**src/rtl/game_pkg.sv**
```systemverilog
// Shared types and constants for the game round controller.
// Holds the FSM state encoding, the blank digit pattern and the helper that
// sizes the seconds-remaining counter.
package game_pkg;

    typedef enum logic [1:0] {
        IDLE   = 2'd0,
        RUN    = 2'd1,
        ANSWER = 2'd2
    } state_t;

    // Digit pattern shown after a clear (segment "a" only).
    localparam logic [7:0] SEG_BLANK_DEFAULT = 8'h01;

    // Bits needed to hold 0..period_sec; never less than one bit.
    function automatic int tl_width(input int period_sec);
        return (period_sec < 1) ? 1 : $clog2(period_sec + 1);
    endfunction

endpackage

```
**src/rtl/game_round_ctrl_if.sv**
```systemverilog
// Signal bundle between the round controller and its neighbours
// (start button logic, symbol generator, answer entry, display driver).
// Optional macro GAME_ROUND_PAUSE_EN adds the pause input and genHold output.
//
// Handshake semantics: every *Valid / *Sig input is a one-cycle strobe with no
// ready back-pressure; a strobe is consumed on the rising edge where it is high
// if the controller is in the state that accepts it, otherwise it is dropped.
// Output pulses (startGen, stopGen, resultValid) are high for exactly one cycle.
interface game_round_ctrl_if
    import game_pkg::*;
#(
    parameter int PERIOD_SEC = 15,
    parameter int SEG_COUNT  = 4,
    parameter int SYM_W      = 8,
    parameter int CNT_W      = 8
);
    localparam int TL_W = tl_width(PERIOD_SEC);

    logic                       gameSig;
    logic                       symValid;
    logic                       symSpecial;
    logic [SYM_W-1:0]           symData;
    logic                       answerValid;
    logic [CNT_W-1:0]           answerVal;
    logic                       startGen;
    logic                       stopGen;
    logic                       answerSig;
    logic                       resultValid;
    logic                       resultOk;
    logic [CNT_W-1:0]           numSpecial;
    logic [TL_W-1:0]            timeLeft;
    logic [SEG_COUNT*SYM_W-1:0] gameSegs;
    state_t                     dbgState;
`ifdef GAME_ROUND_PAUSE_EN
    logic                       pause;
    logic                       genHold;

    modport slave (
        input  gameSig, symValid, symSpecial, symData, answerValid, answerVal, pause,
        output startGen, stopGen, answerSig, resultValid, resultOk, numSpecial,
               timeLeft, gameSegs, dbgState, genHold
    );
    modport master (
        output gameSig, symValid, symSpecial, symData, answerValid, answerVal, pause,
        input  startGen, stopGen, answerSig, resultValid, resultOk, numSpecial,
               timeLeft, gameSegs, dbgState, genHold
    );
`else
    modport slave (
        input  gameSig, symValid, symSpecial, symData, answerValid, answerVal,
        output startGen, stopGen, answerSig, resultValid, resultOk, numSpecial,
               timeLeft, gameSegs, dbgState
    );
    modport master (
        output gameSig, symValid, symSpecial, symData, answerValid, answerVal,
        input  startGen, stopGen, answerSig, resultValid, resultOk, numSpecial,
               timeLeft, gameSegs, dbgState
    );
`endif

endinterface

```
**src/rtl/game_prescaler.sv**
```systemverilog
// Seconds prescaler: counts enabled cycles 0..CLK_HZ-1 and flags the wrap.
// tick_o is high during the enabled cycle whose edge wraps the count.
module game_prescaler #(
    parameter int CLK_HZ = 100_000_000
) (
    input  logic Clk100M,
    input  logic Rst,
    input  logic clear_i,
    input  logic enable_i,
    output logic tick_o
);
    localparam int            PW   = (CLK_HZ > 1) ? $clog2(CLK_HZ) : 1;
    localparam logic [PW-1:0] LAST = PW'(CLK_HZ - 1);

    logic [PW-1:0] count_q;

    assign tick_o = enable_i && (count_q == LAST);

    // Cycle counter; clear wins over counting so a new round always starts at 0.
    always_ff @(posedge Clk100M) begin
        if (Rst || clear_i) begin
            count_q <= '0;
        end else if (enable_i) begin
            count_q <= tick_o ? '0 : count_q + PW'(1);
        end
    end

endmodule

```
**src/rtl/game_round_ctrl.sv**
```systemverilog
// Game round controller: times a round of PERIOD_SEC seconds, shifts incoming
// symbols into the display digits, counts special symbols and then judges the
// player's answer against that count.
// Optional macro GAME_ROUND_PAUSE_EN adds a pause input that freezes the round
// timer and symbol intake while in RUN, reported on genHold.
module game_round_ctrl
    import game_pkg::*;
#(
    parameter int               CLK_HZ     = 100_000_000,
    parameter int               PERIOD_SEC = 15,
    parameter int               SEG_COUNT  = 4,
    parameter int               SYM_W      = 8,
    parameter int               CNT_W      = 8,
    parameter logic [SYM_W-1:0] SEG_BLANK  = SYM_W'(SEG_BLANK_DEFAULT)
) (
    input  logic            Clk100M,
    input  logic            Rst,
    game_round_ctrl_if.slave bus
);
    localparam int                  TL_W        = tl_width(PERIOD_SEC);
    localparam int                  SEGS_W      = SEG_COUNT * SYM_W;
    localparam logic [TL_W-1:0]     PERIOD_LOAD = TL_W'(PERIOD_SEC);
    localparam logic [TL_W-1:0]     TL_ONE      = TL_W'(1);
    localparam logic [CNT_W-1:0]    CNT_MAX     = {CNT_W{1'b1}};
    localparam logic [SEGS_W-1:0]   BLANK_ALL   = {SEG_COUNT{SEG_BLANK}};

    state_t              state_q;
    logic                startGen_q;
    logic                stopGen_q;
    logic                answerSig_q;
    logic                resultValid_q;
    logic                resultOk_q;
    logic [CNT_W-1:0]    numSpecial_q;
    logic [CNT_W-1:0]    numSpecial_d;
    logic [TL_W-1:0]     timeLeft_q;
    logic [SEGS_W-1:0]   segs_q;
    logic [SEGS_W-1:0]   segs_d;

    logic                paused;
    logic                start_req;
    logic                run_en;
    logic                sym_take;
    logic                sec_tick;

`ifdef GAME_ROUND_PAUSE_EN
    assign paused      = bus.pause;
    assign bus.genHold = (state_q == RUN) && bus.pause;
`else
    assign paused      = 1'b0;
`endif

    assign start_req = (state_q == IDLE) && bus.gameSig;
    assign run_en    = (state_q == RUN) && !paused;
    assign sym_take  = run_en && bus.symValid;

    game_prescaler #(
        .CLK_HZ (CLK_HZ)
    ) u_prescaler (
        .Clk100M  (Clk100M),
        .Rst      (Rst),
        .clear_i  (start_req),
        .enable_i (run_en),
        .tick_o   (sec_tick)
    );

    // Next digit window and saturating special count for an accepted symbol.
    always_comb begin
        segs_d       = segs_q;
        numSpecial_d = numSpecial_q;
        if (sym_take) begin
            for (int i = SEG_COUNT - 1; i > 0; i--) begin
                segs_d[i*SYM_W +: SYM_W] = segs_q[(i-1)*SYM_W +: SYM_W];
            end
            segs_d[SYM_W-1:0] = bus.symData;
            if (bus.symSpecial && (numSpecial_q != CNT_MAX)) begin
                numSpecial_d = numSpecial_q + CNT_W'(1);
            end
        end
    end

    // Round FSM with registered outputs; pulses default low every cycle.
    always_ff @(posedge Clk100M) begin
        if (Rst) begin
            state_q       <= IDLE;
            startGen_q    <= 1'b0;
            stopGen_q     <= 1'b0;
            answerSig_q   <= 1'b0;
            resultValid_q <= 1'b0;
            resultOk_q    <= 1'b0;
            numSpecial_q  <= '0;
            timeLeft_q    <= '0;
            segs_q        <= BLANK_ALL;
        end else begin
            startGen_q    <= 1'b0;
            stopGen_q     <= 1'b0;
            resultValid_q <= 1'b0;
            case (state_q)
                IDLE: begin
                    if (bus.gameSig) begin
                        state_q      <= RUN;
                        numSpecial_q <= '0;
                        timeLeft_q   <= PERIOD_LOAD;
                        segs_q       <= BLANK_ALL;
                        startGen_q   <= 1'b1;
                    end
                end
                RUN: begin
                    segs_q       <= segs_d;
                    numSpecial_q <= numSpecial_d;
                    if (sec_tick) begin
                        timeLeft_q <= timeLeft_q - TL_ONE;
                        if (timeLeft_q == TL_ONE) begin
                            state_q     <= ANSWER;
                            stopGen_q   <= 1'b1;
                            answerSig_q <= 1'b1;
                        end
                    end
                end
                ANSWER: begin
                    if (bus.answerValid) begin
                        resultOk_q    <= (bus.answerVal == numSpecial_q);
                        resultValid_q <= 1'b1;
                        answerSig_q   <= 1'b0;
                        state_q       <= IDLE;
                    end
                end
                default: begin
                    state_q <= IDLE;
                end
            endcase
        end
    end

    assign bus.startGen    = startGen_q;
    assign bus.stopGen     = stopGen_q;
    assign bus.answerSig   = answerSig_q;
    assign bus.resultValid = resultValid_q;
    assign bus.resultOk    = resultOk_q;
    assign bus.numSpecial  = numSpecial_q;
    assign bus.timeLeft    = timeLeft_q;
    assign bus.gameSegs    = segs_q;
    assign bus.dbgState    = state_q;

endmodule

```
**src/flat_wrapper.sv**
```systemverilog
// flat-port wrapper written by rule: the top's interface ports become plain ports
module game_round_ctrl_flat import game_pkg::*;
#(
    parameter int               CLK_HZ     = 100_000_000,
    parameter int               PERIOD_SEC = 15,
    parameter int               SEG_COUNT  = 4,
    parameter int               SYM_W      = 8,
    parameter int               CNT_W      = 8,
    parameter logic [SYM_W-1:0] SEG_BLANK  = SYM_W'(SEG_BLANK_DEFAULT)
)
  (Clk100M, Rst, bus_gameSig, bus_symValid, bus_symSpecial, bus_symData, bus_answerValid, bus_answerVal, bus_startGen, bus_stopGen, bus_answerSig, bus_resultValid, bus_resultOk, bus_numSpecial, bus_timeLeft, bus_gameSegs, bus_dbgState);
  game_round_ctrl_if #(.PERIOD_SEC(PERIOD_SEC), .SEG_COUNT(SEG_COUNT), .SYM_W(SYM_W), .CNT_W(CNT_W)) bus_i ();
  input  logic Clk100M;
  input  logic Rst;
  input wire logic [$bits(bus_i.gameSig)-1:0] bus_gameSig;
  input wire logic [$bits(bus_i.symValid)-1:0] bus_symValid;
  input wire logic [$bits(bus_i.symSpecial)-1:0] bus_symSpecial;
  input wire logic [$bits(bus_i.symData)-1:0] bus_symData;
  input wire logic [$bits(bus_i.answerValid)-1:0] bus_answerValid;
  input wire logic [$bits(bus_i.answerVal)-1:0] bus_answerVal;
  output wire logic [$bits(bus_i.startGen)-1:0] bus_startGen;
  output wire logic [$bits(bus_i.stopGen)-1:0] bus_stopGen;
  output wire logic [$bits(bus_i.answerSig)-1:0] bus_answerSig;
  output wire logic [$bits(bus_i.resultValid)-1:0] bus_resultValid;
  output wire logic [$bits(bus_i.resultOk)-1:0] bus_resultOk;
  output wire logic [$bits(bus_i.numSpecial)-1:0] bus_numSpecial;
  output wire logic [$bits(bus_i.timeLeft)-1:0] bus_timeLeft;
  output wire logic [$bits(bus_i.gameSegs)-1:0] bus_gameSegs;
  output wire logic [$bits(bus_i.dbgState)-1:0] bus_dbgState;
  assign bus_i.gameSig = bus_gameSig;
  assign bus_i.symValid = bus_symValid;
  assign bus_i.symSpecial = bus_symSpecial;
  assign bus_i.symData = bus_symData;
  assign bus_i.answerValid = bus_answerValid;
  assign bus_i.answerVal = bus_answerVal;
  assign bus_startGen = bus_i.startGen;
  assign bus_stopGen = bus_i.stopGen;
  assign bus_answerSig = bus_i.answerSig;
  assign bus_resultValid = bus_i.resultValid;
  assign bus_resultOk = bus_i.resultOk;
  assign bus_numSpecial = bus_i.numSpecial;
  assign bus_timeLeft = bus_i.timeLeft;
  assign bus_gameSegs = bus_i.gameSegs;
  assign bus_dbgState = bus_i.dbgState;
  game_round_ctrl #(.CLK_HZ(CLK_HZ), .PERIOD_SEC(PERIOD_SEC), .SEG_COUNT(SEG_COUNT), .SYM_W(SYM_W), .CNT_W(CNT_W), .SEG_BLANK(SEG_BLANK)) u_core (.Clk100M(Clk100M), .Rst(Rst), .bus(bus_i));
endmodule
```
**config.mk**
```make
export PLATFORM = sky130hd
export DESIGN_NAME = game_round_ctrl_flat
export DESIGN_NICKNAME = d
export VERILOG_FILES = /design/src/rtl/game_pkg.sv /design/src/rtl/game_round_ctrl_if.sv /design/src/rtl/game_prescaler.sv /design/src/rtl/game_round_ctrl.sv /design/src/flat_wrapper.sv
export SDC_FILE = /design/constraint.sdc
export NUM_CORES = 1
export LEC_CHECK = 0
export CORE_AREA = 10 10 80 109
export CTS_BUF_LIST = sky130_fd_sc_hd__clkbuf_2
export CTS_CLUSTER_SIZE = 12
export DETAILED_ROUTE_END_ITERATION = 8
export DIE_AREA = 0 0 90 119
export PLACE_DENSITY = 0.8
export SLEW_MARGIN = 0
export SYNTH_ARGS = -nofsm -noshare
export SYNTH_HDL_FRONTEND = slang
export SYNTH_SLANG_ARGS = --single-unit
```
**constraint.sdc**
```tcl
create_clock -name Clk100M -period 3.15 [get_ports Clk100M]
set_clock_uncertainty 0.1 [all_clocks]
set_input_delay 0.7875 -clock Clk100M [delete_from_list [all_inputs] [get_ports Clk100M]]
set_output_delay 0.7875 -clock Clk100M [all_outputs]
set_load 0.02 [all_outputs]
```
# [Word-level counts from Yosys, hierarchy flattened]
# Index checks and enable logic that the tools add are counted.
[word_totals] output_inout_bits=51 input_bits=22 ff_bits=78 elab_cells=69
[op_classes] eq_ne=12 reduce_logical=17 addsub=3 n_mux=23 n_bitwise=4
[op_table] operator="$mux W32" count=2
[op_table] operator="$pmux W32 S2" count=1
[op_table] operator="$add A27 B1 Y27 const B" count=1
[op_table] operator="$eq A27 B27 Y1 const B" count=1
[op_table] operator="$mux W27" count=1
[op_table] operator="$mux W8" count=3
[op_table] operator="$pmux W8 S2" count=1
[op_table] operator="$ne A2 B2 Y1 const B" count=6
[op_table] operator="$reduce_and A4 Y1" count=3
[op_table] operator="$add A8 B1 Y8 const B" count=1
[op_table] operator="$eq A8 B8 Y1" count=1
[op_table] operator="$mux W2" count=4
[op_table] operator="$mux W4" count=2
[op_table] operator="$ne A8 B8 Y1 const B" count=1
[op_table] operator="$pmux W4 S2" count=1
[op_table] operator="$mux W1" count=6
[op_table] operator="$pmux W2 S3" count=1
[op_table] operator="$reduce_and A3 Y1" count=2
[op_table] operator="$eq A4 B1 Y1 const B" count=1
[op_table] operator="$logic_and A1 B1 Y1" count=4
[op_table] operator="$not A1 Y1" count=4
[op_table] operator="$reduce_bool A2 Y1" count=2
[op_table] operator="$reduce_or A2 Y1" count=2
[op_table] operator="$sub A4 B1 Y4 const B" count=1
[op_table] operator="other kinds (7)" count=7

# [Longest topological paths before layout]
[depth] ltp_word=5 ltp_mapped=8 depth_no_buf=6

# [By module]
# Synthesis repeated with hierarchy kept, for this count alone.
[unflattened] cells_unflattened=420 hier_area_um2=3528.4
[modules_own_cells] module="game_round_ctrl" cells_each=265 area_per_inst_um2=2178.3 seq_area_each_um2=1021.0 n_inst=1
[modules_own_cells] module="game_prescaler" cells_each=155 area_per_inst_um2=1350.0 seq_area_each_um2=540.5 n_inst=1

# [Worst setup path after synthesis]
# Ideal clock, no wire load.
[synth_path] path_kind="reg-to-reg" startpoint="register u_core.u_prescaler.count_q[22]" endpoint="register u_core.answerSig_q, in the netlist u_core.bus.answerSig" period_less_slack_ns=2.231 setup_ns=0.066 stages_incl_launch_ff=6 setup_slack_ns=0.919 t_required_ns=2.984 n_path_buf=0 arrival_time_ns=2.065 cell_sequence="dfxtp_1 > nand2_2 > or4_4 > or4_4 > or4_4 > a21boi_2"
[synth_via] elab_chain_len=4
[synth_rtl] element="start, declared" line_no="game_prescaler.sv:15" source="logic [PW-1:0] count_q;"
[synth_rtl] element="start signal, assigned" line_no="game_prescaler.sv:24" source="count_q <= tick_o ? '0 : count_q + PW'(1);"
[synth_rtl] element="$eq A27 B27 Y1" line_no="game_prescaler.sv:17" source="assign tick_o = enable_i && (count_q == LAST);"
[synth_rtl] element="$logic_and A1 B1 Y1" line_no="game_prescaler.sv:17"
[synth_rtl] element="$ne A2 B2 Y1 (no line)"
[synth_rtl] element="$reduce_and A4 Y1 (no line)"
[synth_rtl] element="end signal, assigned" line_no="game_round_ctrl.sv:87" source="answerSig_q <= 1'b0;"
[synth_rtl] element="end signal, assigned" line_no="game_round_ctrl.sv:115" source="answerSig_q <= 1'b1;"
[synth_rtl] element="end signal, assigned" line_no="game_round_ctrl.sv:123" source="answerSig_q <= 1'b0;"
[synth_rtl] element="end, declared" line_no="game_round_ctrl.sv:30" source="logic answerSig_q;"
# No other way between the ends.
# A chain may end at the register's enable or synchronous reset.

# [Worst setup path in the final report]
[layout_path] startpoint="register u_core.state_q[1], in the netlist u_core.bus.dbgState[1]" endpoint="output bus_dbgState[1]"
[layout_rtl] element="start, declared" line_no="game_round_ctrl.sv:27" source="state_t state_q;"
[layout_rtl] element="start signal, assigned" line_no="game_round_ctrl.sv:84" source="state_q <= IDLE;"
[layout_rtl] element="start signal, assigned" line_no="game_round_ctrl.sv:100" source="state_q <= RUN;"
[layout_rtl] element="start signal, assigned" line_no="game_round_ctrl.sv:113" source="state_q <= ANSWER;"
[layout_rtl] element="end, declared" line_no="flat_wrapper.sv:29" source="output wire logic [$bits(bus_i.dbgState)-1:0] bus_dbgState;"
# No word-level cell between the ends.

==> results.ini <==
[timing]
clock.fmax_ghz=0.3619
rsz0062_at_grt=false
period_needed_ns=2.763
period_share_pct=87.72
final-setup-viol-count=0
slew_headroom_pct=34.47
hold_viol=0
worst_pin_slew_ns=0.9830
slew_viol_final=0
setup_tns_ns=0

[placement]
hpwl_um=6349
gp_routability_congestion=0.8723
dp.cells=560
port_buffers=72

[drt]
drt_iter0_markers=186
post_drt_wl_per_cell_um=15.33
ant_nets=0
drt_wl_total_um=8831
via_per_inst=5.450
vias=3139
drc=0
drt_pre_antenna_iters=5

[floorplan]
die_w_um=90
placementRows=36
initial_core_util_pct=49.96
coreArea_um2=6802
dieArea_um2=10710
die_h_um=119
io_pins=73

[yosys]
syn_area_per_cell_um2=8.228
synth-edff-count=0
syn_area_um2=3398
synth_cell_types=42
ys.flop_type=dfxtp_1
synth_warnings=0
synth_async_sr_flop_share_pct=0
syn-num-nets=439
syn_inst=413
ys_ff_latch=78
yosysSeqAreaShare_pct=45.95

[clocking]
cts_root_buffer=clkbuf_2
cts_made_buffers=9
cts_tree=yes
post-cts-setup-buffer-count=0
clkSinkCount=78
hold_buffers=0
worstSkewPairLatency_ns=0.55
cts_max_level=3
clockBufferDepth=2
clkTransAtPathRegs_ns=0.23
cts_resized=0

[setup_path]
slowest_delay_ns=0.70
crit_fanout=13
end_kind=output pin
reg2reg_to=u_core.bus.answerSig$_SDFFE_PP0P_
cp_cell_sequence=clkdlybuf4s50_1
reg2reg_depth=5
worst-endpoint-arrival_ns=1.88
crit_family=buffers and inverters
r2r_start=u_core.u_prescaler.count_q[22]$_SDFFE_PP0P_
startpoint=u_core.bus.dbgState[1]$_SDFFE_PP0P_
cp.required_ns=2.26
worst-setup-path-type=reg -> out
crit_buf_inv=1
cp-start-kind=register
rrSetupSlack_ns=0.74
crit_path_top_delay_cell=clkdlybuf4s50_1

[global_route]
grt.total_usage_pct=16.71
antenna_found_initial=0
grt_pass1_vias=3148
grt-ovfl-total=0
grt_pass1_wl_um=15090
grt_max_degree=52

[layout]
fillCellCount=604
antenna_cells=0
drive_above_1_share_pct=7.484
fin_cells=576
final_util_pct=63.47
syn_to_final_growth_pct=27.03
finalNetCount=502

[pwr]
power.share.sequential_pct=56.5
power_w=0.001797
internal-power_w=0.001328
p_sw_share_pct=26.13
switching_power_w=0.0004696
ir_worst_vdd_mv=0.3030
combPwrFrac_pct=9.7
leakage_nw=1.428
power_density_nw_per_um2=416.3
clockPowerShare_pct=33.8

[min_path]
whs_endpoint=u_core.bus.gameSegs[26]$_SDFFE_PP0P_
min_path_cells=2
hold_start=u_core.bus.gameSegs[26]$_SDFFE_PP0P_
min_path_type=reg -> reg

[status]
status=complete, no violations

[flow_run]
maxCapViolations=0

placed cells by master (no fill, tap or decap), drive strengths merged, types with 2 or more instances in the layout:
cell type and count:
clkdlybuf4s50 71, nor4 5, nand3 43, a21oi 41
nor3 17, buf 6, a211oi 4, and3 6
nor2 46, and4 4, clkinvlp 2, o21ai 6
or4 4, or3 2, nand2 53, inv 4
bufinv 2, xor2 16, nand2b 3, clkbuf 9
nand4 11, xnor2 16, ha 4, clkinv 3
dfxtp 78, nand4b 2, nand3b 3, o21bai 4
or2 2
cells in the mapped netlist, types with 3 or more instances:
cell type | count | share of area (%)
a211oi_1 | 4 | 0.88
a21oi_1 | 41 | 6.0
and3_1 | 6 | 1.1
and4_2 | 3 | 0.88
clkbuf_1 | 23 | 2.5
dfxtp_1 | 78 | 46
ha_1 | 4 | 1.5
inv_1 | 4 | 0.44
nand2_1 | 52 | 5.7
nand2b_1 | 3 | 0.55
nand3_1 | 43 | 6.3
nand3b_1 | 3 | 0.66
nand4_1 | 11 | 2.0
nor2_1 | 46 | 5.1
nor3_1 | 17 | 2.5
nor4_1 | 5 | 0.92
o21ai_0 | 6 | 0.88
o21bai_1 | 4 | 0.88
or4_4 | 3 | 0.99
xnor2_1 | 16 | 4.1
xor2_1 | 16 | 4.1
layer usage:
metal | vias up | part of all wire [%] | track usage (%)
met5 | - | 0 | 0
met1 | 1482 | 40 | 17.88
li1 | 1562 | - | -
met4 | 0 | 2.9 | 7.984
met2 | 79 | 51 | 28.42
met3 | 16 | 6.4 | 6.348
sequential cells by signal, indices dropped and copies added, names as in the netlist:
| register | count |
|---|---|
| u_core.bus.numSpecial | 8 |
| u_core.bus.startGen | 1 |
| u_core.u_prescaler.count_q | 27 |
| u_core.bus.dbgState | 2 |
| u_core.bus.answerSig | 1 |
| u_core.bus.gameSegs | 32 |
| u_core.bus.stopGen | 1 |
| u_core.bus.resultValid | 1 |
| u_core.bus.resultOk | 1 |
| u_core.bus.timeLeft | 4 |
cell type report:
class / instances / area [µm²] / share of cell area, %
inverter: 4 / 15.01 / 0.3478
sequential: 78 / 1562 / 36.17
clock inverter: 7 / 88.84 / 2.058
tap: 95 / 118.9 / 2.754
multi-input combinational: 306 / 1734 / 40.17
clock buffer: 9 / 45.04 / 1.043
timing repair buffer: 77 / 753.2 / 17.45
through the flow:
stage	worst slack [ns]	cell area (µm²)	hold WS (ns)
global placement	0.5347	4183	0.3389
floorplan	0.9189	3398	0.3620
detailed placement	0.4729	4183	0.3444
global route	0.2381	4317	0.3929
CTS	0.3766	4317	0.3688
finish	0.3867	4317	0.3671
power by group through the flow:
stage | clock, W | sequential [W] | combinational, W
after floorplan | 0 | 0.00104 | 0.0000906
after global placement | 0 | 0.00103 | 0.000173
after detailed placement | 0 | 0.00103 | 0.000176
after CTS | 0.000613 | 0.00102 | 0.000177
after global routing | 0.000651 | 0.00102 | 0.000192
final | 0.000607 | 0.00101 | 0.000175
worst max path at each step:
stage | end | slack [ns] | cells after the start
6_report | bus_dbgState[1] | 0.39 | 1
5_1_grt | bus_dbgState[1] | 0.24 | 1
4_1_cts | bus_dbgState[1] | 0.38 | 1
3_5_place_dp | u_core.u_prescaler.count_q[24]$_SDFFE_PP0P_ | 0.47 | 6
3_3_place_gp | u_core.u_prescaler.count_q[3]$_SDFFE_PP0P_ | 0.53 | 6
2_1_floorplan | u_core.bus.answerSig$_SDFFE_PP0P_ | 0.92 | 5
cell families after synthesis:
family	share of synthesized area [%]
AO/OA/AOI/OAI	10.49
XOR/XNOR	8.247
adder cells (fa/ha/maj)	1.473
buffers and inverters	3.203
flip-flops	45.95
multiplexers	0.2946
AND/OR/NAND/NOR	30.34
(Power assumes the default switching activity.)
